==> src/rtl/seq_pkg.sv <==
// rtl/seq_pkg.sv - shared types, defaults and step-wrap helper for the step sequencer
package seq_pkg;

    typedef enum logic [1:0] {
        ST_STOP  = 2'd0,
        ST_RUN   = 2'd1,
        ST_PAUSE = 2'd2
    } seq_state_e;

    localparam int DEF_NUM_CH = 4;
    localparam int DEF_STEPS  = 8;
    localparam int DEF_BPM_W  = 8;

    // A loop_last below the current step forces a wrap rather than running past it.
    function automatic logic [31:0] seq_next_step(input logic [31:0] cur, input logic [31:0] last);
        return (cur >= last) ? 32'd0 : cur + 32'd1;
    endfunction

endpackage

==> src/rtl/seq_pattern_bank.sv <==
// rtl/seq_pattern_bank.sv - double-buffered shadow/active pattern store with per-channel step bit select
module seq_pattern_bank
    import seq_pkg::*;
#(
    parameter int NUM_CH = DEF_NUM_CH,
    parameter int STEPS  = DEF_STEPS,
    parameter int STEP_W = $clog2(DEF_STEPS)
) (
    input  logic              clk,
    input  logic              reset,
    input  logic [NUM_CH-1:0] ld_ch,
    input  logic [STEPS-1:0]  ld_data,
    input  logic              follow,
    input  logic              wrap,
    input  logic [STEP_W-1:0] sel_step,
    output logic [NUM_CH-1:0] step_bits
);

    logic [NUM_CH-1:0][STEPS-1:0] shadow_q, shadow_d;
    logic [NUM_CH-1:0][STEPS-1:0] active_q, active_d;

    // Commit samples the pre-edge shadow, so a load landing on the wrap edge waits a bar.
    always_comb begin
        shadow_d  = shadow_q;
        active_d  = active_q;
        step_bits = '0;
        for (int i = 0; i < NUM_CH; i++) begin
            if (ld_ch[i]) begin
                shadow_d[i] = ld_data;
            end
            if (follow || wrap) begin
                active_d[i] = shadow_q[i];
            end
            step_bits[i] = wrap ? shadow_q[i][sel_step] : active_q[i][sel_step];
        end
    end

    always_ff @(posedge clk or posedge reset) begin
        if (reset) begin
            shadow_q <= '0;
            active_q <= '0;
        end else begin
            shadow_q <= shadow_d;
            active_q <= active_d;
        end
    end

endmodule

==> src/rtl/step_sequencer.sv <==
// rtl/step_sequencer.sv - drum-pattern sequencer top: run/pause/stop FSM, step counter and trigger outputs
module step_sequencer
    import seq_pkg::*;
#(
    parameter int NUM_CH = DEF_NUM_CH,
    parameter int STEPS  = DEF_STEPS,
    parameter int BPM_W  = DEF_BPM_W,
    localparam int STEP_W = $clog2(STEPS),
    localparam int SEL_W  = (STEPS > BPM_W) ? STEPS : BPM_W
) (
    input  logic              clk,
    input  logic              reset,
    input  logic [NUM_CH-1:0] ld_ch,
    input  logic              ld_bpm,
    input  logic [SEL_W-1:0]  sel,
    input  logic [STEP_W-1:0] loop_last,
    input  logic [NUM_CH-1:0] mute,
    input  logic              tick,
    input  logic              play,
    input  logic              hold,
    output logic [BPM_W-1:0]  set_bpm,
    output logic [NUM_CH-1:0] trig,
    output logic [NUM_CH-1:0] gate,
    output logic [STEP_W-1:0] step_idx,
    output logic              bar_start,
    output logic              running
);

    seq_state_e        state_q, state_d;
    logic [STEP_W-1:0] step_q, step_d, new_step;
    logic              first_q, first_d;
    logic [BPM_W-1:0]  bpm_q, bpm_d;
    logic [NUM_CH-1:0] trig_q, trig_d, gate_q, gate_d;
    logic              bar_q, bar_d;
    logic              advance, wrap, follow;
    logic [NUM_CH-1:0] step_bits;

    seq_pattern_bank #(
        .NUM_CH (NUM_CH),
        .STEPS  (STEPS),
        .STEP_W (STEP_W)
    ) u_bank (
        .clk       (clk),
        .reset     (reset),
        .ld_ch     (ld_ch),
        .ld_data   (sel[STEPS-1:0]),
        .follow    (follow),
        .wrap      (wrap),
        .sel_step  (new_step),
        .step_bits (step_bits)
    );

    always_comb begin
        state_d = state_q;
        case (state_q)
            ST_STOP:  if (play && !hold) state_d = ST_RUN;
            ST_RUN:   if (hold)          state_d = ST_PAUSE;
            ST_PAUSE: if (!hold)         state_d = ST_RUN;
            default:                     state_d = ST_STOP;
        endcase
        if (!play) begin
            state_d = ST_STOP;
        end

        // The first tick after leaving STOP enters step 0 instead of advancing past it.
        advance  = (state_q == ST_RUN) && play && !hold && tick;
        new_step = first_q ? '0 : STEP_W'(seq_next_step(32'(step_q), 32'(loop_last)));
        wrap     = advance && (new_step == '0);
        follow   = (state_q != ST_RUN);

        step_d  = step_q;
        first_d = first_q;
        trig_d  = '0;
        bar_d   = 1'b0;
        gate_d  = gate_q & ~mute;
        if (!play) begin
            step_d  = '0;
            gate_d  = '0;
            first_d = 1'b1;
        end else if (advance) begin
            step_d  = new_step;
            first_d = 1'b0;
            trig_d  = step_bits & ~mute;
            gate_d  = step_bits & ~mute;
            bar_d   = (new_step == '0);
        end

        bpm_d = ld_bpm ? sel[BPM_W-1:0] : bpm_q;
    end

    always_ff @(posedge clk or posedge reset) begin
        if (reset) begin
            state_q <= ST_STOP;
            step_q  <= '0;
            first_q <= 1'b1;
            bpm_q   <= '0;
            trig_q  <= '0;
            gate_q  <= '0;
            bar_q   <= 1'b0;
        end else begin
            state_q <= state_d;
            step_q  <= step_d;
            first_q <= first_d;
            bpm_q   <= bpm_d;
            trig_q  <= trig_d;
            gate_q  <= gate_d;
            bar_q   <= bar_d;
        end
    end

    assign set_bpm   = bpm_q;
    assign trig      = trig_q;
    assign gate      = gate_q;
    assign step_idx  = step_q;
    assign bar_start = bar_q;
    assign running   = (state_q == ST_RUN);

endmodule
==> config.mk <==
export PLATFORM = sky130hd
export DESIGN_NAME = step_sequencer
export DESIGN_NICKNAME = d
export VERILOG_FILES = /design/src/rtl/seq_pkg.sv /design/src/rtl/seq_pattern_bank.sv /design/src/rtl/step_sequencer.sv
export SDC_FILE = /design/constraint.sdc
export NUM_CORES = 1
export LEC_CHECK = 0
export CAP_MARGIN = 5
export CORE_MARGIN = 2
export CORE_UTILIZATION = 43
export CTS_CLUSTER_SIZE = 10
export DETAILED_ROUTE_END_ITERATION = 6
export GPL_TIMING_DRIVEN = 1
export PLACE_DENSITY = 0.7
export REMOVE_ABC_BUFFERS = 1
export SLEW_MARGIN = 20
export SYNTH_ARGS = -nofsm -noshare
export SYNTH_HDL_FRONTEND = slang
export SYNTH_SLANG_ARGS = --single-unit
==> constraint.sdc <==
create_clock -name clk -period 4 [get_ports clk]
set_clock_uncertainty 0.05 [all_clocks]
set_input_delay 1.2 -clock clk [delete_from_list [all_inputs] [get_ports clk]]
set_output_delay 1.2 -clock clk [all_outputs]
set_load 0.05 [all_outputs]
Word-level counts from Yosys, hierarchy flattened:

Index checks and enable logic that the tools add are counted.

* word-level logic and storage cells: 75
* bits in registers: 87
* input bits: 25

* reduce and logical (&&, ||, !) cells: 10
* eq/ne operators: 7
* mux-type cells: 37
* bitwise logic cells: 3
* $add $sub $neg: 1
* $lt $le $gt $ge: 2

Operator list (count)
* 1-bit binary-select mux with 3-bit select: 8
* 1-bit two-way mux: 16
* 4-bit two-way mux: 4
* 3-bit two-way mux: 4
* 3-bit != test, second input constant: 3
* 4-bit bitwise AND: 2
* 2-bit two-way mux: 4
* 2-bit one-hot mux with 3 select lines: 1
* 1-bit logical AND: 5
* 3-bit by 4-bit < comparator with 1-bit output, second input constant: 1
* 2-bit by 1-bit != test with 1-bit output, second input constant: 2
* 4-bit inverter: 1
* 3-bit by 1-bit adder with 3-bit output, second input constant: 1
* 3-bit greater-or-equal comparator: 1
* 3-bit zero test: 1
* 3-bit AND reduction: 1
* 2-bit by 1-bit == test with 1-bit output, second input constant: 1
* 2-bit == test, second input constant: 1
* 2-bit zero test: 1
* 1-bit zero test: 1
* 1-bit logical OR: 1

Logic depth before layout (Yosys ltp):

Gate-level depths: netlist of run 1.

* depth in word-level cells: 9
* depth in mapped cells: 9
* depth with buffers taken out: 6

By module:

Synthesis of run 1 repeated with hierarchy kept, for this count alone.

* cell total of the unflattened synthesis: 263
* area, all modules: 3960.0 um^2

Modules (own cells, without submodules)
* seq_pattern_bank: cells each 176, area each 2914.0 um^2, times used 1, sequential area each 1601.5 um^2
* step_sequencer: cells each 87, area each 1046.0 um^2, times used 1, sequential area each 576.8 um^2

Least setup slack after synthesis of run 1:

Ideal clock, no wire load.

* path type: input to register
* from: input port loop_last[2]
* to: register u_bank.active_q[10] in the netlist's numbering
* required time: 3825 ps
* cell stages on the path: 7
* slack: 1055 ps
* arrival time: 2770 ps
* cells stage by stage: inv_1 ha_1 a211o_1 a221oi_2 o21a_4 buf_12 mux2_4

* word-level cells in the longest chain between the ends: 6

Ends and longest elaborated chain
* from (decl): RTL line step_sequencer.sv:16 `input logic [STEP_W-1:0] loop_last,`
* 3-bit greater-or-equal comparator: RTL line seq_pkg.sv:16 `return (cur >= last) ? 32'd0 : cur + 32'd1;`
* 3-bit two-way mux: RTL line seq_pkg.sv:16
* 3-bit two-way mux: RTL line step_sequencer.sv:67 `new_step = first_q ? '0 : STEP_W'(seq_next_step(32'(step_q), 32'(loop_last)));`
* 3-bit zero test: RTL line step_sequencer.sv:68 `wrap = advance && (new_step == '0);`
* 1-bit logical AND: RTL line step_sequencer.sv:68
* 1-bit logical OR: RTL line seq_pattern_bank.sv:31 `if (follow || wrap) begin`
* to (signal assigned): RTL line seq_pattern_bank.sv:44 `active_q <= active_d;`
* to (decl): RTL line seq_pattern_bank.sv:20 `logic [NUM_CH-1:0][STEPS-1:0] active_q, active_d;`

No other way between the ends.
A chain may end at the register's enable or synchronous reset.

Worst setup path in the final report of run 1:

* from: input port loop_last[2]
* to: register u_bank.active_q[15] in the netlist's numbering

The elaborated chain is that of the path after synthesis.

==> flow_metrics.env, run 1 <==
export IMPL_h_tree_depth=3
export IMPL_cp_top_family="compound AO/OA/AOI/OAI gates"
export IMPL_finalMaxSlewViolations=0
export IMPL_final_common_cell="dfrtp_1"
export IMPL_hold_viol_final=0
export IMPL_rsz0062_at_grt="no"
export IMPL_dp_final_hpwl_um=5600
export IMPL_drtPass1Iterations=4
export IMPL_ff_latch_area_um2=2080
export IMPL_die_x_um=97.7
export IMPL_crit_slowest_cell="clkdlybuf4s50_1"
export IMPL_post_cts_buffers=0
export IMPL_cts_tree="done"
export IMPL_ys_seq_area_share_pct=55.0
export IMPL_fin_total_pwr_mw=1.87
export IMPL_fp_coreArea_um2=8640
export IMPL_synth_ff_type="dfrtp_1"
export IMPL_antenna_found_initial=0
export IMPL_synth_area_um2=3780
export IMPL_drive_above_1_share_pct=34.1
export IMPL_clock_latency_ps=360
export IMPL_max_stage_delay_ps=450
export IMPL_cts_resized=0
export IMPL_ant_nets=0
export IMPL_syn_inst=258
export IMPL_clock_fmax_ghz=0.303
export IMPL_nNetsFinal=335
export IMPL_cts_buffer_depth=2
export IMPL_start_kind="primary input"
export IMPL_cts_root_buf="clkbuf_8"
export IMPL_slew_headroom_pct=52.6
export IMPL_crit_type="primary input to flop"
export IMPL_worstHoldPathType="flop to flop"
export IMPL_cts_reportedPaths_clkPinSlew_ps=80
export IMPL_cts_buffers=9
export IMPL_dp_slack_ps=345
export IMPL_n_antenna_cell=0
export IMPL_min_period_over_period_pct=82.4
export IMPL_reg2reg_from="step_idx[0]"
export IMPL_grt_pass1_vias=2476
export IMPL_min_period_ps=3300
export IMPL_place_congestion=0.895
export IMPL_drtIter0Drc=151
export IMPL_hold_buffers=0
export IMPL_vias=2338
export IMPL_path_cells="clkdlybuf4s50_1 -> inv_1 -> ha_1 -> a211o_1 -> a221oi_2 -> o21a_4 -> buf_4 -> mux2_4"
export IMPL_placed_cell_area_um2=4320
export IMPL_grt_max_degree=46
export IMPL_fin_area_um2=4520
export IMPL_p_leak_nw=1.94
export IMPL_syn_avg_cell_area_um2=14.6
export IMPL_yosys_area_top_type_share_pct=54.3
export IMPL_grt_pass1_wl_um=13100
export IMPL_portBuffers=45
export IMPL_route_detailed_drc=0
export IMPL_tns_ps=0
export IMPL_crit_start="loop_last[2]"
export IMPL_routed_wl_um=8010
export IMPL_crit_arrival_ps=3490
export IMPL_mostFrequentLayoutCells="dfrtp_1, mux2_2, clkdlybuf4s50_1"
export IMPL_clock_sinks=83
export IMPL_yosysUniqueCellTypes=49
export IMPL_wl_per_cell_um=19.1
export IMPL_ys_ff_latch=83
export IMPL_setup_viol=0
export IMPL_max_vdd_ir_drop_mv=0.271
export IMPL_final_setup_worst_slack_ps=703
export IMPL_die_area_um2=9550
export IMPL_holdWs_ps=429
export IMPL_power_per_cell_area_nw_per_um2=414
export IMPL_track_usage_pct=17.7
export IMPL_synth_top_cell_by_area="dfrtp_1"
export IMPL_viasPerCell=5.58
export IMPL_grt_ovfl_total=0
export IMPL_start_util_pct=43.7
export IMPL_multi_input_area_um2=1560
export IMPL_cap_violations=0
export IMPL_num_rows=34
export IMPL_fp_dieH_um=97.7
export IMPL_path_max_fanout=12
export IMPL_synth_warnings=0
export IMPL_synth_edf_count=0
export IMPL_path_buf_inv=3
export IMPL_io_pins=46
export IMPL_min_from="first_q"
export IMPL_worst_setup_path_end_kind="flop"
export IMPL_cp_data_required_time_ps=4190
export IMPL_async_reset_ff_share_pct=100
export IMPL_syn2layout_area_growth_pct=19.7
export IMPL_fill_cells=720
export IMPL_outcome="finished clean"
export IMPL_synthTopCellsByArea="dfrtp_1, mux2_2, mux2_4"
export IMPL_worst_pin_slew_ps=711
power by group:
part	total [mW]	internal (mW)	switching [mW]
registers	0.971	0.920	0.0502
clock network	0.618	0.308	0.310
logic	0.283	0.155	0.128
total	1.87	1.38	0.488
final cells by class:
type	instances	area share [%]
Inverter	9	0.775
Clock buffer	11	3.13
Timing Repair Buffer	50	11.3
Sequential cell	83	46.0
Clock inverter	5	1.36
Tap cell	108	2.99
Multi-Input combinational cell	153	34.4
kinds of logic (layout without fill, tap and decap cells):
| logic type | Yosys count | after routing | synth area share (%) |
|---|---|---|---|
| AO/OA/AOI/OAI | 35 | 35 | 8.48 |
| XOR/XNOR | 3 | 3 | 0.696 |
| adder cells (fa/ha/maj) | 4 | 4 | 1.33 |
| buffers and inverters | 22 | 75 | 3.74 |
| flip-flops | 83 | 83 | 55.0 |
| multiplexers | 77 | 77 | 25.4 |
| AND/OR/NAND/NOR | 34 | 34 | 5.30 |
synth_stat cells, drive strengths merged, types with 3 or more instances:
library cell,count
nand3,3
buf,7
dfrtp,82
a211oi,4
o211ai,3
o221a,5
nand2,9
inv,9
o2111ai,3
ha,4
mux2i,4
clkbuf,6
nor3,4
a21oi,3
nor2,3
mux2,73
state kept, by name (all words and copies together) (netlist names):
| signal | flops |
|---|---|
| set_bpm | 8 |
| bar_start | 1 |
| first_q | 1 |
| state_q | 2 |
| u_bank.active_q | 28 |
| u_bank.shadow_q | 32 |
| trig | 4 |
| step_idx | 3 |
| gate | 4 |
per-layer routing:
metal | part of all wire, % | vias up | track usage (%)
li1 | - | 1048 | -
met1 | 44 | 1207 | 23.8
met2 | 49 | 73 | 28.3
met3 | 5.6 | 10 | 3.17
met4 | 1.4 | 0 | 8.01
met5 | 0 | - | 0
worst register-to-register path: cells and delay by family, from the launching register on:
kind	cells	cell delay (ps)
adders and majority gates	1	720
and+or+nand+nor	1	160
DFF	1	480
buffers and inverters	1	230
muxes	1	300
AOI/OAI and AO/OA	2	650
final timing paths:
path,to,slack [ps],cells past startpoint
setup / recovery,u_bank.active_q[15],700,8
hold / removal,first_q,430,2
setup reg to reg,u_bank.active_q[15],1310,6
hold reg to reg,first_q,430,2
max in group asynchronous,u_bank.active_q[31],2030,3
min in group asynchronous,step_idx[2],1200,2
per-stage QoR:
step                util [%]  cells
detailed placement      50.0    403
global route            52.3    419
global placement        50.0    403
CTS                     52.3    419
finish                  52.3    419
floorplan                  -    245
Note: power is estimated with default switching activity, not from simulation.
==> run 2: changes to the inputs <==
--- a/config.mk
+++ b/config.mk
@@ -11,7 +11,7 @@
 export CTS_CLUSTER_SIZE = 10
 export DETAILED_ROUTE_END_ITERATION = 6
 export GPL_TIMING_DRIVEN = 1
-export PLACE_DENSITY = 0.7
+export PLACE_DENSITY = 0.73
 export REMOVE_ABC_BUFFERS = 1
 export SLEW_MARGIN = 20
 export SYNTH_ARGS = -nofsm -noshare
==> constraint.sdc (replaced) <==
create_clock -name clk -period 2.66 [get_ports clk]
set_clock_uncertainty 0.05 [all_clocks]
set_input_delay 0.798 -clock clk [delete_from_list [all_inputs] [get_ports clk]]
set_output_delay 0.798 -clock clk [all_outputs]
set_load 0.05 [all_outputs]
==> run 2 against run 1 <==
  * Die area unchanged
  * Clock-buffer cell count increased by 1
  * Sequential cell count unchanged
  * Sequential share of layout area decreased by 2.2 points
  * Core utilization increased by 2.7 points
  * Critical endpoint is now u_bank.active_q[11]
  * Largest cell class unchanged
  * Highest routed layer unchanged
==> flow_metrics.env, run 2 (synthesis gave the netlist of run 1 again) <==
export IMPL_outcome="finished clean"
export IMPL_fp_coreArea_um2=8640
export IMPL_p_leak_nw=2.07
export IMPL_setup_viol=0
export IMPL_track_usage_pct=18.1
export IMPL_hold_viol_final=0
export IMPL_hold_buffers=0
export IMPL_clock_latency_ps=350
export IMPL_vias=2361
export IMPL_start_util_pct=43.7
export IMPL_viasPerCell=5.33
export IMPL_min_period_over_period_pct=98.6
export IMPL_h_tree_depth=3
export IMPL_n_antenna_cell=0
export IMPL_die_x_um=97.7
export IMPL_portBuffers=45
export IMPL_clock_sinks=83
export IMPL_drive_above_1_share_pct=40.6
export IMPL_place_congestion=0.819
export IMPL_reg2regPathDepth=7
export IMPL_min_from="first_q"
export IMPL_max_vdd_ir_drop_mv=0.371
export IMPL_rsz0062_at_grt="no"
export IMPL_cts_tree="done"
export IMPL_fin_total_pwr_mw=2.80
export IMPL_worst_pin_slew_ps=550
export IMPL_largest_register="u_bank.shadow_q"
export IMPL_grt_ovfl_total=0
export IMPL_wl_per_cell_um=18.2
export IMPL_crit_arrival_ps=2810
export IMPL_reg2reg_from="step_idx[1]"
export IMPL_cts_buffer_depth=2
export IMPL_route_detailed_drc=0
export IMPL_ant_nets=0
export IMPL_clock_fmax_ghz=0.381
export IMPL_whs_endpoint="first_q"
export IMPL_tns_ps=0
export IMPL_syn2layout_area_growth_pct=25.8
export IMPL_holdWs_ps=440
export IMPL_reg2reg_slack_ps=150
export IMPL_placed_cell_area_um2=4460
export IMPL_grt_max_degree=84
export IMPL_largest_reg_flops=32
export IMPL_final_common_cell="dfrtp_1"
export IMPL_drtPass1Iterations=4
export IMPL_cp_data_required_time_ps=2840
export IMPL_start_kind="primary input"
export IMPL_crit_type="primary input to flop"
export IMPL_mostFrequentLayoutCells="dfrtp_1, mux2_2, clkdlybuf4s50_1"
export IMPL_fin_area_um2=4750
export IMPL_routed_wl_um=8080
export IMPL_io_pins=46
export IMPL_fin_util_pct=55.0
export IMPL_min_path_cells=2
export IMPL_grt_pass1_wl_um=13500
export IMPL_cts_root_buf="clkbuf_8"
export IMPL_worstHoldPathType="flop to flop"
export IMPL_die_area_um2=9550
export IMPL_min_period_ps=2620
export IMPL_regToRegEndpoint="u_bank.active_q[11]"
export IMPL_antenna_found_initial=0
export IMPL_cts_reportedPaths_clkPinSlew_ps=90
export IMPL_dp_final_hpwl_um=5740
export IMPL_cts_buffers=9
export IMPL_drtIter0Drc=172
export IMPL_slew_headroom_pct=63.2
export IMPL_power_per_cell_area_nw_per_um2=589
export IMPL_num_rows=34
export IMPL_path_max_fanout=7
export IMPL_cap_violations=0
export IMPL_finalMaxSlewViolations=0
export IMPL_grt_pass1_vias=2551
export IMPL_nNetsFinal=359
export IMPL_worst_setup_path_end_kind="flop"
export IMPL_fp_dieH_um=97.7
run 2: cell count changes in the layout (fill, tap and decap cells not counted), sizes merged, moves of 2 or more:
cell,previous run,this run
clkinv,1,3
clkinvlp,3,1
clkdlybuf4s50,45,42
buf,5,31
run 2: critical path, stage by stage:
cell	delay, ps
clkdlybuf4s50_1	480
inv_2	50
ha_4	150
a211o_1	290
a221oi_4	230
o21a_4	250
buf_6	130
buf_12	120
mux2_4	300
run 2: power breakdown:
group / switching, mW / total, mW / internal, mW / leakage, nW
Combinational: 0.199 / 0.459 / 0.259 / 0.980
Clock: 0.441 / 0.877 / 0.436 / 0.0906
Sequential: 0.0768 / 1.46 / 1.38 / 1.00
run 2: worst max-delay path by stage:
| stage | start | endpoint | slack (ps) | cells past startpoint |
|---|---|---|---|---|
| global route | loop_last[1] | u_bank.active_q[1] | 1 | 9 |
| global placement | loop_last[2] | u_bank.active_q[9] | -390 | 8 |
| CTS | loop_last[0] | u_bank.active_q[21] | 4 | 8 |
| detailed placement | loop_last[2] | u_bank.active_q[7] | -430 | 8 |
| floorplan | reset | bar_start | -320 | 1 |
| finish | loop_last[1] | u_bank.active_q[11] | 40 | 9 |
run 2: area by class of cell:
| type | count | area, um2 |
|---|---|---|
| clock buffers | 12 | 135 |
| well taps | 108 | 135 |
| multi-input cells | 153 | 1600 |
| flip-flops and latches | 83 | 2080 |
| fillers | 703 | 3880 |
| repair buffers | 74 | 714 |
| clock inverters | 4 | 51.3 |
| inverters | 9 | 35.0 |
run 2: metal layers:
metal	global-route usage (%)	routed length (um)	vias to the layer above	part of all wire, %
met2	28.1	3790	67	47
met4	5.56	118	0	1.5
li1	-	-	1094	-
met1	25.2	3800	1188	47
met5	0	0	-	0
met3	4.53	364	12	4.5
run 2: timing repair:
item	4_1_cts	5_1_grt
gates cloned	1	0
pin swaps	3	3
gates resized for setup	8	4
buffers inserted	3	1
setup endpoints to repair	20	15
run 2: per-stage QoR:
step                cells  setup WS [ps]
global placement      422           -385
floorplan             245           -323
CTS                   442           3.66
detailed placement    422           -425
finish                443           37.6
global route          443           1.32
